`src/rtl/sum_checker_timeout_counter.sv`:
```
// Idle-cycle counter for the sum checker.
// tc flags the last allowed idle cycle.
module timeout_counter #(
  parameter int unsigned LIMIT = 50000
) (
  input  logic clk,
  input  logic rst,
  input  logic clear,
  input  logic enable,
  output logic tc
);

  logic [15:0] cnt_q;

  always_ff @(posedge clk or negedge rst) begin
    if (!rst) begin
      cnt_q <= '0;
    end else if (clear) begin
      cnt_q <= '0;
    end else if (enable) begin
      cnt_q <= cnt_q + 16'd1;
    end
  end

  assign tc = (cnt_q == 16'(LIMIT - 1));

endmodule

```
`config.mk`:
```
export PLATFORM = sky130hd
export DESIGN_NAME = timeout_counter
export DESIGN_NICKNAME = d
export VERILOG_FILES = /design/src/rtl/sum_checker_timeout_counter.sv
export SDC_FILE = /design/constraint.sdc
export NUM_CORES = 1
export LEC_CHECK = 0
export CAP_MARGIN = 20
export CORE_AREA = 2 2 46 48
export DETAILED_ROUTE_END_ITERATION = 10
export DIE_AREA = 0 0 48 50
export PLACE_DENSITY = 0.65
export SYNTH_ARGS = -nofsm -noshare
export SYNTH_HDL_FRONTEND = slang
export SYNTH_SLANG_ARGS = --single-unit
```
`constraint.sdc`:
```
create_clock -name clk -period 1.7 [get_ports clk]
set_input_delay 0.17 -clock clk [delete_from_list [all_inputs] [get_ports clk]]
set_output_delay 0.17 -clock clk [all_outputs]
set_load 0.02 [all_outputs]
```
; ---- Yosys cells after proc, flatten, opt, wreduce, memory -nomap -nowiden
; Index checks and enable logic that the tools add are counted.
[totals]
register_bits = 16
input_bits = 4
[classes]
add_sub_neg = 1
eq_ne = 1
n_mux = 2
n_reduce_logical = 1
[op_table]
columns = operator, count
row1 = $mux W16, 2
row2 = $add A16 B1 Y16 const B, 1
row3 = $eq A16 B16 Y1 const B, 1
row4 = $reduce_bool A2 Y1, 1

; ---- Logic depth before layout (Yosys ltp)
[logic_depth]
depth_word = 3
depth_mapped = 6
mapped_depth_nobuf = 5

; ---- Worst setup path after synthesis
; OpenSTA, ideal clock, no wires.
[synth_timing]
path_type = register -> register
startpoint = register cnt_q[4]
endpoint = register cnt_q[15]
setup_time_ns = 0.128
t_arrival_ns = 1.337
t_required_ns = 1.572
path_slack_ns = 0.236
stages_incl_launch_ff = 5
n_path_buf = 0
cell_sequence = dfrtp_1 -> nand4_4 -> or2_1 -> nor3_2 -> mux2_1
[synth_via]
elab_chain_len = 3
[synth_rtl]
columns = element, line
row1 = from (decl), 13  ; logic [15:0] cnt_q;
row2 = from (signal assigned), 21  ; cnt_q <= cnt_q + 16'd1;
row3 = $add A16 B1 Y16, 21
row4 = $mux W16, 20  ; end else if (enable) begin
row5 = $mux W16, 18  ; end else if (clear) begin
; Every way passes these cells. The select of a mux whose other input is x is not followed.
; A chain may end at the register's enable or synchronous reset.

; ---- Worst setup path in the final report
[layout_timing]
startpoint = register cnt_q[13]
endpoint = output tc
[layout_via]
elab_chain_len = 1
[layout_rtl]
columns = element, line
row1 = $eq A16 B16 Y1, 25  ; assign tc = (cnt_q == 16'(LIMIT - 1));
row2 = to (decl), 10  ; output logic tc
; Every way passes these cells.

==> results.json <==
{
  "status": "completed",
  "grt_pass1_vias": 734,
  "powerDensity_nw_per_um2": 616,
  "startpoint_type": "flip-flop",
  "cp_max_fo": 2,
  "worstReg2RegEnd": "cnt_q[15]$_DFFE_PN0P_",
  "fin_skew_ps": 4.53,
  "synth.avg_cell_area_sq_um": 10.2,
  "hp-class": "primary input to async pin",
  "synth.distinct_cells": 32,
  "fillCellCount": 177,
  "fin_setup_tns_ps": 0,
  "die_w_microns": 48,
  "ys_seq_area_share_pct": 45.0,
  "max_freq_ghz": 0.623,
  "grt_max_degree": 17,
  "largest_reg_flops": 16,
  "route.detailed.drc": 0,
  "nNetsFinal": 118,
  "start_util_pct": 46.8,
  "cp.required_ps": 1530,
  "pin_count": 5,
  "routed_wl_microns": 1740,
  "cp.arrival_ps": 1440,
  "period_share_pct": 94.5,
  "cts.reportedPaths.clkPinSlew_ps": 90,
  "synth.top_cells.by_area": "dfrtp_1 (45%), nor2_1 (5.9%), xor2_1 (5.9%)",
  "ant_nets": 0,
  "syn_nets": 92,
  "die_area_sq_um": 2400,
  "min_period_ps": 1610,
  "p_leak_uw": 0.000506,
  "antennaDiodeCount": 0,
  "reg2reg_depth": 5,
  "drv_slew": 0,
  "rsz0062_at_grt": "false",
  "syn2layout_area_growth_pct": 27.1,
  "top_register": "cnt_q",
  "slew_headroom_pct": 77.9,
  "crit_start": "cnt_q[13]$_DFFE_PN0P_",
  "synth.cell_area_sq_um": 890,
  "postLayoutCoreUtil_pct": 59.5,
  "reg2reg_from": "cnt_q[10]$_DFFE_PN0P_",
  "dieHeight_microns": 50,
  "cts.sinks": 16,
  "drtPass1Iterations": 4,
  "drv_cap": 0,
  "gr-total-overflow": 0,
  "hold_viol_final": 0,
  "rows": 16,
  "cts-root-buf": "clkbuf_4",
  "numCtsBuffers": 3,
  "tightest_slew_ps": 328,
  "drt-wirelength-per-cell_microns": 12.5,
  "grt_antenna_before_repair": 0,
  "reg2reg_slack_ps": 190,
  "core_sq_um": 1900,
  "synth_top_area_share_pct": 45.0,
  "gp_congestion": 0.831,
  "cts_tree": "yes",
  "synth_cells": 87,
  "ys_ff_latch": 16,
  "io_buffers": 4,
  "clk_latency_ps": 280,
  "largestRegisters": "cnt_q: 16 flops",
  "h-tree-depth": 1,
  "drive_gt1_share_pct": 28.6,
  "hpwl_microns": 1360,
  "crit_type": "flip-flop to output pin",
  "finalSetupViolCount": 0,
  "dp_worst_setup_slack_ps": -45.7,
  "ir_drop_v": 0.000442,
  "cts_buffer_depth": 2,
  "grt_usage_pct": 17.7,
  "yosysWarningCount": 0,
  "vias": 709,
  "critPathCapture": "tc",
  "yosysTopAreaCell": "dfrtp_1",
  "grt_first_pass_wirelength_microns": 3030,
  "viasPerCell": 5.10,
  "end_kind": "output pin",
  "initialDrtViolationCount": 17,
  "setup_slack_ps": 93.8
}
-- cells by family after synthesis --
kind of cell / count (synthesis) / synth area share [%]
compound gates: 7 / 6.75
xor+xnor: 11 / 10.8
fa+ha+maj: 1 / 1.41
buf+inv: 6 / 3.52
flops: 16 / 45.0
mux: 2 / 2.39
simple gates: 44 / 30.1
-- worst min path at each step --
stage | cells past startpoint | end | from
global route | 2 | cnt_q[14]$_DFFE_PN0P_ | rst
CTS | 2 | cnt_q[14]$_DFFE_PN0P_ | rst
detailed placement | 2 | cnt_q[14]$_DFFE_PN0P_ | rst
floorplan | 0 | cnt_q[0]$_DFFE_PN0P_ | rst
global placement | 2 | cnt_q[14]$_DFFE_PN0P_ | rst
finish | 2 | cnt_q[11]$_DFFE_PN0P_ | rst
-- power breakdown --
part / switching (uW) / internal, uW / total (uW) / leakage [uW]
registers: 3.06 / 385 / 388 / 0.000222
clock network: 118 / 130 / 248 / 0.0000210
logic: 31.4 / 28.8 / 60.2 / 0.000263
-- cell usage in the layout, fill, tap and decap left out --
master	n
and2_4	1
nand4_4	1
buf_4	22
nor4b_1	1
and4_1	1
a31o_2	1
or2_1	1
xnor2_1	5
dfrtp_1	16
or3_1	1
or2_0	1
nor3_2	1
mux2i_1	1
nand3_1	4
and4bb_2	1
nor4_1	2
mux2_1	1
nor2b_1	1
o21ai_0	2
nand4_1	4
a21oi_1	3
nand4bb_1	2
nor3_1	2
clkdlybuf4s50_1	3
o2111ai_4	1
nor2_1	14
clkbuf_4	3
clkbuf_8	1
inv_1	2
xor2_1	6
ha_1	1
nand2_1	3
and3_1	3
-- Yosys cell counts --
library cell	instances
buf_6	1
a21oi_1	3
nor3_2	1
and4bb_2	1
nand4bb_1	2
buf_2	1
o2111ai_4	1
nand3_1	4
clkbuf_1	2
nor3_1	2
ha_1	1
or2_1	1
and3_1	3
o21ai_0	2
and2_4	1
mux2_1	1
mux2i_1	1
nand4_4	1
nand2_1	3
inv_1	2
xnor2_1	5
a31o_2	1
nor4b_1	1
nor2b_1	1
or3_1	1
nor4_1	2
and4_1	1
or2_0	1
dfrtp_1	16
nor2_1	14
xor2_1	6
nand4_1	4
-- final cells by class --
class / instances / area [sq um] / share of cell area [%]
inverter: 2 / 7.51 / 0.664
sequential: 16 / 400 / 35.4
clock buffer: 4 / 36.3 / 3.21
tap: 27 / 33.8 / 2.99
multi-input combinational: 65 / 458 / 40.5
timing repair buffer: 25 / 195 / 17.3
-- per-layer routing --
layer	part of all wire, %	vias up	global-route usage [%]
li1	-	353	-
met1	46	351	22.0
met2	51	5	29.6
met3	2.4	0	3.30
met4	0	0	5.41
met5	0	-	0
-- through the flow --
step | hold WS, ps | power [uW] | cells | area (sq um)
finish | 191 | 697 | 139 | 1130
global route | 219 | 735 | 139 | 1130
CTS | 187 | 710 | 139 | 1130
detailed placement | 508 | 457 | 135 | 1100
global placement | 514 | 456 | 135 | 1100
floorplan | -126 | 423 | 87 | 890
-- timing repair --
item | CTS | global route
endpoints found under the setup margin | 1 | 1
cloned | 0 | 0
setup buffers | 0 | 0
pin swaps | 1 | 1
resized for setup | 4 | 1
hold buffers | 0 | 0
-- worst max-delay path, cell delays in order (launching register included) --
cell and delay, ps:
dfrtp_1 390, nand4bb_1 200, nor4_1 240, and3_1 190
buf_4 140
No activity file was read; power rests on OpenSTA's default activity.
